==> config.mk <==
export PLATFORM = sky130hd
export DESIGN_NAME = spi_arbiter
export DESIGN_NICKNAME = d
export VERILOG_FILES = /design/src/rtl/spi_arb_pkg.sv /design/src/rtl/spi_rr_pick.sv /design/src/rtl/spi_arbiter.sv
export SDC_FILE = /design/constraint.sdc
export NUM_CORES = 1
export LEC_CHECK = 0
export ABC_AREA = 1
export BUFFER_PORTS_ARGS = -buffer_cell sky130_fd_sc_hd__buf_2
export CORE_UTILIZATION = 49
export CTS_BUF_LIST = sky130_fd_sc_hd__clkbuf_16
export CTS_CLUSTER_SIZE = 25
export DETAILED_ROUTE_END_ITERATION = 10
export PLACE_DENSITY = 0.81
export SYNTH_ARGS = -nofsm -noshare
export SYNTH_HDL_FRONTEND = slang
export SYNTH_SLANG_ARGS = --single-unit
==> constraint.sdc <==
create_clock -name clk -period 1.9 [get_ports clk]
set_input_delay 0.38 -clock clk [delete_from_list [all_inputs] [get_ports clk]]
set_output_delay 0.38 -clock clk [all_outputs]
set_load 0.05 [all_outputs]
==> src/rtl/spi_arb_pkg.sv <==
`default_nettype none
// ============================================================================
// Module   : spi_arb_pkg
// Brief    : Shared types, command codes and helpers for the SPI arbiter.
// Revision : 1.0 - initial release
// ============================================================================
package spi_arb_pkg;

  // Arbiter FSM states
  typedef enum logic [1:0] {
    IDLE  = 2'd0,
    SETUP = 2'd1,
    XFER  = 2'd2,
    GAP   = 2'd3
  } arb_state_t;

  // data_select command codes understood by the SPI master
  localparam logic [1:0] CMD_DUMMY = 2'b00;
  localparam logic [1:0] CMD_MEAS  = 2'b01;
  localparam logic [1:0] CMD_READ  = 2'b10;
  localparam logic [1:0] CMD_SRST  = 2'b11;

  // Width of a requester index / round-robin pointer
  function automatic int ptr_width(input int n);
    return (n > 1) ? $clog2(n) : 1;
  endfunction

endpackage
`default_nettype wire

==> src/rtl/spi_rr_pick.sv <==
`default_nettype none
// ============================================================================
// Module   : spi_rr_pick
// Brief    : Combinational rotating-priority selector. Scans req starting at
//            ptr and wrapping modulo N_REQ; the first asserted bit wins.
// Revision : 1.0 - initial release
// ============================================================================
module spi_rr_pick
  import spi_arb_pkg::*;
#(
  parameter int N_REQ = 3
) (
  input  logic [N_REQ-1:0]             req,
  input  logic [ptr_width(N_REQ)-1:0]  ptr,
  output logic [N_REQ-1:0]             winner,
  output logic [ptr_width(N_REQ)-1:0]  index,
  output logic                         valid
);

  localparam int PW = ptr_width(N_REQ);

  // Candidate index for each scan offset, i.e. (ptr + off) mod N_REQ
  logic [PW:0]   cand_sum  [N_REQ];
  logic [PW:0]   cand_wrap [N_REQ];
  logic [PW-1:0] cand      [N_REQ];

  generate
    for (genvar off = 0; off < N_REQ; off++) begin : g_cand
      assign cand_sum[off]  = {1'b0, ptr} + (PW+1)'(off);
      assign cand_wrap[off] = cand_sum[off] - (PW+1)'(N_REQ);
      assign cand[off]      = (cand_sum[off] >= (PW+1)'(N_REQ)) ?
                              cand_wrap[off][PW-1:0] : cand_sum[off][PW-1:0];
    end
  endgenerate

  // First asserted request in rotated order becomes the one-hot winner
  always_comb begin
    winner = '0;
    index  = '0;
    valid  = 1'b0;
    for (int off = 0; off < N_REQ; off++) begin
      if (!valid && req[cand[off]]) begin
        valid              = 1'b1;
        index              = cand[off];
        winner[cand[off]]  = 1'b1;
      end
    end
  end

endmodule
`default_nettype wire

==> src/rtl/spi_arbiter.sv <==
`default_nettype none
// ============================================================================
// Module   : spi_arbiter
// Brief    : Round-robin arbiter sharing one SPI master between N_REQ
//            requesters. Owns chip-select sequencing: one setup cycle with
//            cs low before transfer, and a GAP_CYCLES cs-high gap after.
//            All outputs are registered (Moore).
//            Optional macro SPI_ARB_TIMEOUT_EN adds a transfer watchdog that
//            aborts XFER after TIMEOUT_CYCLES cycles without done.
// Revision : 1.0 - initial release
// ============================================================================
module spi_arbiter
  import spi_arb_pkg::*;
#(
  parameter int N_REQ          = 3,
  parameter int GAP_CYCLES     = 2,
  parameter int TIMEOUT_CYCLES = 1024
) (
  input  logic                 clk,
  input  logic                 rst_n,
  input  logic [N_REQ-1:0]     req,
  input  logic [2*N_REQ-1:0]   req_sel,
  input  logic [2*N_REQ-1:0]   req_size,
  input  logic [N_REQ-1:0]     req_rx,
  input  logic                 done,
  output logic [1:0]           data_select,
  output logic [1:0]           data_size,
  output logic                 transfer,
  output logic                 receive,
  output logic                 cs,
  output logic [N_REQ-1:0]     gnt,
  output logic [N_REQ-1:0]     ack,
  output logic                 busy,
  output logic                 timeout_err
);

  localparam int PW = ptr_width(N_REQ);

  arb_state_t          state;
  logic [PW-1:0]       rr_ptr;
  logic [PW-1:0]       owner;
  logic [PW-1:0]       next_ptr;
  logic [7:0]          gap_cnt;
  logic                lat_rx;

  logic [N_REQ-1:0]    pick_onehot;
  logic [PW-1:0]       pick_idx;
  logic                pick_valid;

  logic [1:0]          win_sel;
  logic [1:0]          win_size;
  logic                win_rx;

  logic                xfer_tmo;

  spi_rr_pick #(
    .N_REQ (N_REQ)
  ) u_pick (
    .req    (req),
    .ptr    (rr_ptr),
    .winner (pick_onehot),
    .index  (pick_idx),
    .valid  (pick_valid)
  );

  // Route the current winner's command fields for latching in IDLE
  always_comb begin
    win_sel  = '0;
    win_size = '0;
    win_rx   = 1'b0;
    for (int i = 0; i < N_REQ; i++) begin
      if (pick_onehot[i]) begin
        win_sel  = req_sel[2*i +: 2];
        win_size = req_size[2*i +: 2];
        win_rx   = req_rx[i];
      end
    end
  end

  // Pointer moves one past the owner so a repeat requester ranks last
  always_comb begin
    next_ptr = (owner == PW'(N_REQ-1)) ? '0 : owner + PW'(1);
  end

`ifdef SPI_ARB_TIMEOUT_EN
  localparam int TW = (TIMEOUT_CYCLES > 2) ? $clog2(TIMEOUT_CYCLES) : 1;

  logic [TW-1:0] tmo_cnt;

  // Watchdog counter: cleared on the way into XFER, counts each XFER cycle
  always_ff @(posedge clk) begin
    if (!rst_n) begin
      tmo_cnt <= '0;
    end else if (state == SETUP) begin
      tmo_cnt <= '0;
    end else if (state == XFER) begin
      tmo_cnt <= tmo_cnt + TW'(1);
    end
  end

  // A done arriving on the limit cycle takes precedence over the timeout
  always_comb begin
    xfer_tmo = !done && (tmo_cnt == TW'(TIMEOUT_CYCLES-1));
  end

  // Error pulse coincides with the forced ack
  always_ff @(posedge clk) begin
    if (!rst_n) begin
      timeout_err <= 1'b0;
    end else begin
      timeout_err <= (state == XFER) && xfer_tmo;
    end
  end
`else
  assign xfer_tmo    = 1'b0;
  assign timeout_err = 1'b0;
`endif

  // Arbitration FSM with registered SPI-side and requester-side outputs
  always_ff @(posedge clk) begin
    if (!rst_n) begin
      state       <= IDLE;
      cs          <= 1'b1;
      transfer    <= 1'b0;
      receive     <= 1'b0;
      data_select <= '0;
      data_size   <= '0;
      gnt         <= '0;
      ack         <= '0;
      busy        <= 1'b0;
      rr_ptr      <= '0;
      gap_cnt     <= '0;
      owner       <= '0;
      lat_rx      <= 1'b0;
    end else begin
      ack <= '0;
      case (state)
        IDLE: begin
          cs       <= 1'b1;
          transfer <= 1'b0;
          if (pick_valid) begin
            state       <= SETUP;
            gnt         <= pick_onehot;
            owner       <= pick_idx;
            data_select <= win_sel;
            data_size   <= win_size;
            lat_rx      <= win_rx;
            cs          <= 1'b0;
            busy        <= 1'b1;
          end
        end
        SETUP: begin
          state    <= XFER;
          transfer <= 1'b1;
          receive  <= lat_rx;
        end
        XFER: begin
          if (done || xfer_tmo) begin
            state       <= GAP;
            ack         <= gnt;
            gnt         <= '0;
            cs          <= 1'b1;
            transfer    <= 1'b0;
            receive     <= 1'b0;
            data_select <= '0;
            data_size   <= '0;
            rr_ptr      <= next_ptr;
            gap_cnt     <= '0;
          end
        end
        GAP: begin
          if (gap_cnt == 8'(GAP_CYCLES-1)) begin
            state   <= IDLE;
            busy    <= 1'b0;
            gap_cnt <= '0;
          end else begin
            gap_cnt <= gap_cnt + 8'd1;
          end
        end
        default: begin
          state <= IDLE;
        end
      endcase
    end
  end

endmodule
`default_nettype wire

# Word level (Yosys, flattened, before mapping)
# Cells that the tools add are included.
[op_classes] n_eq_ne=8 bitwise_logic=2 n_mux=58 n_addsub=7 reduce_logical=23 order_cmp=9
[op_table] op="$mux W2" count=19
[op_table] op="$mux W1" count=17
[op_table] op="$mux W8" count=2
[op_table] op="$pmux W8 S2" count=1
[op_table] op="$mux W3" count=5
[op_table] op="$reduce_and A2 Y1" count=6
[op_table] op="$reduce_and A3 Y1" count=4
[op_table] op="$lt A2 B3 Y1 const B" count=3
[op_table] op="$add A8 B1 Y8 const B" count=1
[op_table] op="$eq A8 B1 Y1 const B" count=1
[op_table] op="$pmux W2 S2" count=2
[op_table] op="$pmux W2 S4" count=1
[op_table] op="$reduce_bool A2 Y1" count=4
[op_table] op="$bmux W1 S2" count=3
[op_table] op="$demux W1 S2" count=3
[op_table] op="$eq A2 B2 Y1 const B" count=3
[op_table] op="$ge A2 B1 Y1 const B" count=3
[op_table] op="$ge A3 B2 Y1 const B" count=2
[op_table] op="$ne A2 B2 Y1 const B" count=3
[op_table] op="$or A3 B3 Y3" count=2
[op_table] op="$pmux W1 S2" count=3
[op_table] op="$pmux W3 S2" count=1
[op_table] op="$sub A2 B2 Y2 const B" count=3
[op_table] op="$logic_and A1 B1 Y1" count=5
[op_table] op="9 further kinds" count=10
[word_totals] in_bits=21 elab_cells=120 regBits=29

# Longest topological paths before layout
[logic_depth] depth_word=16 mapped_depth=16

# Modules after synthesis
# A second synthesis with hierarchy kept.
[unflattened] cells_unflattened=257 area_unflattened_um2=1722.9
[by_module_without_submodules] module="spi_arbiter" cells_per_inst=193 n_inst=1 seq_area_each_um2=580.6 area_per_inst_um2=1390.1
[by_module_without_submodules] module="spi_rr_pick" cells_per_inst=64 n_inst=1 seq_area_each_um2=0.0 area_per_inst_um2=332.8

# Worst setup path before layout
# No wires, ideal clock.
[synth_timing] path_kind="register to register" start="register rr_ptr[0]" end="register data_select[0]" t_arrival_ps=1702 setup_slack_ps=63 path_stages_with_launch=14 n_path_buf=1 period_less_slack_ps=1837 path_cell_list="dfxtp_1 -> inv_1 -> ha_1 -> inv_2 -> o21ai_2 -> nor2_1 -> nor2_4 -> nor2_4 -> nand2_2 -> nand2_2 -> buf_6 -> a21oi_1 -> nand2_1 -> a21oi_2"
[synth_between] elab_chain_len=16
[synth_lines] element="from (decl)" line_no="spi_arbiter.sv:40" source="logic [PW-1:0] rr_ptr;"
[synth_lines] element="from (signal assigned)" line_no="spi_arbiter.sv:167" source="rr_ptr <= next_ptr;"
[synth_lines] element="$add A2 B1 Y3, or another cell as far along" line_no="spi_rr_pick.sv:29" source="assign cand_sum[off] = {1'b0, ptr} + (PW+1)'(off);"
[synth_lines] element="$ge A3 B2 Y1, or another cell as far along" line_no="spi_rr_pick.sv:31" source="assign cand[off] = (cand_sum[off] >= (PW+1)'(N_REQ)) ?"
[synth_lines] element="$mux W2, or another cell as far along" line_no="spi_rr_pick.sv:31"
[synth_lines] element="$lt A2 B3 Y1 (implied by the code), or another cell as far along" line_no="spi_rr_pick.sv:45" source="winner[cand[off]] = 1'b1;"
[synth_lines] element="$logic_and A1 B1 Y1 (implied by the code), or another cell as far along" line_no="spi_rr_pick.sv:45"
[synth_lines] element="$mux W1 (implied by the code), or another cell as far along" line_no="spi_rr_pick.sv:45"
[synth_lines] element="$demux W1 S2, or another cell as far along"
[synth_lines] element="$or A3 B3 Y3 (no source line) or $mux W1 (tied branches)"
[synth_lines] element="$mux W3 or $logic_not A1 Y1 (tied branches)" line_no="spi_rr_pick.sv:42" source="if (!valid && req[cand[off]]) begin"
[synth_lines] element="$or A3 B3 Y3 (no source line) or $logic_and A1 B1 Y1 (tied branches)"
[synth_lines] element="$mux W3" line_no="spi_rr_pick.sv:42"
[synth_lines] element="$mux W2 (3 in a row)" line_no="spi_arbiter.sv:72" source="if (pick_onehot[i]) begin"
[synth_lines] element="$mux W2" line_no="spi_arbiter.sv:141" source="if (pick_valid) begin"
[synth_lines] element="$pmux W2 S2" line_no="spi_arbiter.sv:137" source="case (state)"
[synth_lines] element="to (signal assigned)" line_no="spi_arbiter.sv:145" source="data_select <= win_sel;"
[synth_lines] element="to (decl)" line_no="spi_arbiter.sv:26" source="output logic [1:0] data_select,"
# Several ways; a longest one is shown, not always the timed one. The select of a mux whose other input is x is not followed.
# A chain may end at the register's enable or synchronous reset.

# Final worst setup path
[layout_timing] start="register rr_ptr[0]" end="register data_size[1]"
[layout_between] elab_chain_len=16
[layout_lines] element="$add A2 B1 Y3, or another cell as far along" line_no="spi_rr_pick.sv:29"
[layout_lines] element="$ge A3 B2 Y1, or another cell as far along" line_no="spi_rr_pick.sv:31"
[layout_lines] element="$mux W2, or another cell as far along" line_no="spi_rr_pick.sv:31"
[layout_lines] element="$lt A2 B3 Y1 (implied by the code), or another cell as far along" line_no="spi_rr_pick.sv:45"
[layout_lines] element="$logic_and A1 B1 Y1 (implied by the code), or another cell as far along" line_no="spi_rr_pick.sv:45"
[layout_lines] element="$mux W1 (implied by the code), or another cell as far along" line_no="spi_rr_pick.sv:45"
[layout_lines] element="$demux W1 S2, or another cell as far along"
[layout_lines] element="$or A3 B3 Y3 (no source line) or $mux W1 (tied branches)"
[layout_lines] element="$mux W3 or $logic_not A1 Y1 (tied branches)" line_no="spi_rr_pick.sv:42"
[layout_lines] element="$or A3 B3 Y3 (no source line) or $logic_and A1 B1 Y1 (tied branches)"
[layout_lines] element="$mux W3" line_no="spi_rr_pick.sv:42"
[layout_lines] element="$mux W2 (3 in a row)" line_no="spi_arbiter.sv:72"
[layout_lines] element="$mux W2" line_no="spi_arbiter.sv:141"
[layout_lines] element="$pmux W2 S2" line_no="spi_arbiter.sv:137"
[layout_lines] element="to (signal assigned)" line_no="spi_arbiter.sv:146" source="data_size <= win_size;"
[layout_lines] element="to (decl)" line_no="spi_arbiter.sv:27" source="output logic [1:0] data_size,"
# Several ways; a longest one is shown, not always the timed one. The select of a mux whose other input is x is not followed.

==> out/results.ini <==
[final_layout]
drive_gt1_share_pct = 36.2
syn_to_final_growth_pct = 31.2
multi_input_area_mm2 = 0.00106
fin_nets = 318
final_cells = 333
fillers = 281
register_area_um2 = 586
diodes = 0

[logic_synthesis]
synthesis.instances = 238
ys_types = 33
synth_area_mm2 = 0.00172
async_flop_share_pct = 0
avgSynthCellArea_um2 = 7.22
ys_seq_elements = 29
syn_nets = 269
synth_edf_count = 0
yosys_warnings = 0
synth_top_flop_cell = dfxtp_1
yosysSeqAreaShare_pct = 33.8

[worst_setup_path]
required_ns = 2.06
r2r_cells = 13
worstPathMaxFanout = 6
crit_type = reg2reg
start_kind = flop
critical_path_arrival_ns = 1.97
end_kind = flop

[sta]
final.min_clock_period_ns = 1.81
fmax_mhz = 551
final-hold-violation-count = 0
hold_slack_ns = 0.428
fin_crit_sh_pct = 95.5
rsz0062_at_grt = yes
final.setup.tns_ns = 0
fin_ws_ns = 0.0860
slew_viol_final = 0
finalSetupViolCount = 0
skew_ns = 0.00398

[floorplanning]
dieArea_mm2 = 0.00375
die_h_um = 61.2
core_area_mm2 = 0.00334
start_util_pct = 51.5
num_rows = 21
die_w_um = 61.2
ioPinCount = 36

[global_routing]
grt_use_total_pct = 22.4
grt_max_degree = 12
overflow = 0
grt_pass1_wl_um = 6040
grt_pass1_vias = 1399
antenna_found_initial = 0

[clock_tree]
cts.sinks = 29
cts_tree = built
cts_buffers = 5
clockBufferDepth = 2
htree_levels = 2
clock_latency_ns = 0.27
clk_pin_slew_ns = 0.05
cts_root_buf = clkbuf_16

[drt]
routed_via_density = 5.09
drc = 0
ant_nets = 0
first_pass_iters = 4
wire_per_inst_um = 12.1
wl_um = 4020
dr_total_vias = 1696
drt_iter0_markers = 39

[placement]
gp_congestion = 0.849
portBuffers = 34
pre_cts_ws_ns = -0.0464
dp_hpwl_um = 2860
post-place-cells = 320

[power_and_ir_drop]
power_density_mw_per_mm2 = 1420
p_leak_nw = 1.04
ir_worst_vdd_mv = 0.990

[job]
max_cap_violations = 0

[min_path]
min_path_cells = 3
min_path_type = in2reg

[status]
run_status = finished clean

Yosys cell counts, drive strengths merged, types with 3 or more instances:
library cell,number,share of area [%]
a21oi,28,10
dfxtp,29,34
ha,10,7.3
inv,43,9.4
nand2,56,14
nand3,18,6.4
nand4,3,1.1
nor2,17,4.7
nor3,3,0.87
o211ai,4,1.7
o21ai,12,4.2
area by class of cell:
| cell class | count | share of cell area (%) |
|---|---|---|
| clock buffers | 5 | 5.55 |
| multi-input cells | 164 | 47.0 |
| repair buffers | 44 | 11.0 |
| flip-flops and latches | 29 | 26.0 |
| inverters | 43 | 7.50 |
| well taps | 46 | 2.55 |
| clock inverters | 2 | 0.333 |
power breakdown:
part,leakage [nW],internal [W],switching [W],total [W]
clock network,0.0685,0.000465,0.000237,0.000702
logic,0.733,0.000555,0.00108,0.00164
registers,0.238,0.000760,0.000110,0.000870
worst paths after layout:
check / from / end / slack (ns)
setup / recovery: rr_ptr[0] / data_size[1] / 0.09
setup reg to reg: rr_ptr[0] / data_size[1] / 0.09
hold / removal: rst_n / state[1] / 0.43
hold reg to reg: gnt[2] / ack[2] / 0.46
metrics by stage:
| step | instance area [um^2] | util [%] | total power [W] |
|---|---|---|---|
| floorplan | 1720 | - | 0.00200 |
| global placement | 1960 | 58.8 | 0.00231 |
| detailed placement | 1960 | 58.8 | 0.00233 |
| CTS | 2110 | 63.3 | 0.00308 |
| global route | 2250 | 67.5 | 0.00341 |
| finish | 2250 | 67.5 | 0.00321 |
metal layers:
| layer | global-route usage (%) | vias to the layer above | wire (um) |
|---|---|---|---|
| li1 | - | 872 | - |
| met1 | 27.9 | 758 | 1810 |
| met2 | 35.4 | 54 | 1890 |
| met3 | 7.77 | 12 | 220 |
| met4 | 8.77 | 0 | 100 |
| met5 | 0 | - | 0 |
placed cells by master (no fill, tap or decap), drive strengths merged:
cell,netlist,layout
a211oi,1,1
a21oi,28,28
a31oi,1,1
buf,2,44
clkbuf,1,5
clkinv,0,1
conb,1,1
dfxtp,29,29
ha,10,10
inv,43,44
nand2,56,57
nand3,18,18
nand4,3,3
nor2,17,17
nor3,3,3
nor3b,2,2
nor4,1,1
o2111ai,1,1
o211ai,4,4
o21a,1,1
o21ai,12,12
o32ai,2,2
or2,1,1
xor2,1,1
cells by family (layout without fill, tap and decap cells):
| logic type | Yosys count | in the layout | share of synthesized area, % |
|---|---|---|---|
| buffers and inverters | 46 | 94 | 10.7 |
| AO/OA/AOI/OAI | 50 | 50 | 18.8 |
| adder cells (fa/ha/maj) | 10 | 10 | 7.28 |
| XOR/XNOR | 1 | 1 | 0.510 |
| other | 1 | 1 | 0.218 |
| flip-flops | 29 | 29 | 33.8 |
| AND/OR/NAND/NOR | 101 | 102 | 28.7 |
flip-flops by register name, summed over array words and instances (netlist names), 2 cells and up:
register / flops
gap_cnt: 8
owner: 2
data_size: 2
state: 2
ack: 3
gnt: 3
rr_ptr: 2
data_select: 2
what timing repair did:
| action | in CTS | in global routing |
|---|---|---|
| hold buffers | 0 | 0 |
| gates resized for setup | 3 | 28 |
| pin swaps | 1 | 13 |
| setup endpoints to repair | 5 | 13 |
| gates cloned | 0 | 1 |
| setup buffers | 1 | 4 |
worst max-delay path, cell delays in order (launching register included):
cell,delay [ns]
dfxtp_2,0.34
inv_2,0.06
ha_4,0.31
nand2_4,0.06
nand3_2,0.07
nand2_2,0.07
nand2_2,0.07
nor2_1,0.04
nor2_2,0.23
nand2_4,0.13
a21oi_2,0.12
nand2_1,0.08
nand2_1,0.07
a21oi_1,0.05
No activity file was read; power rests on OpenSTA's default activity.
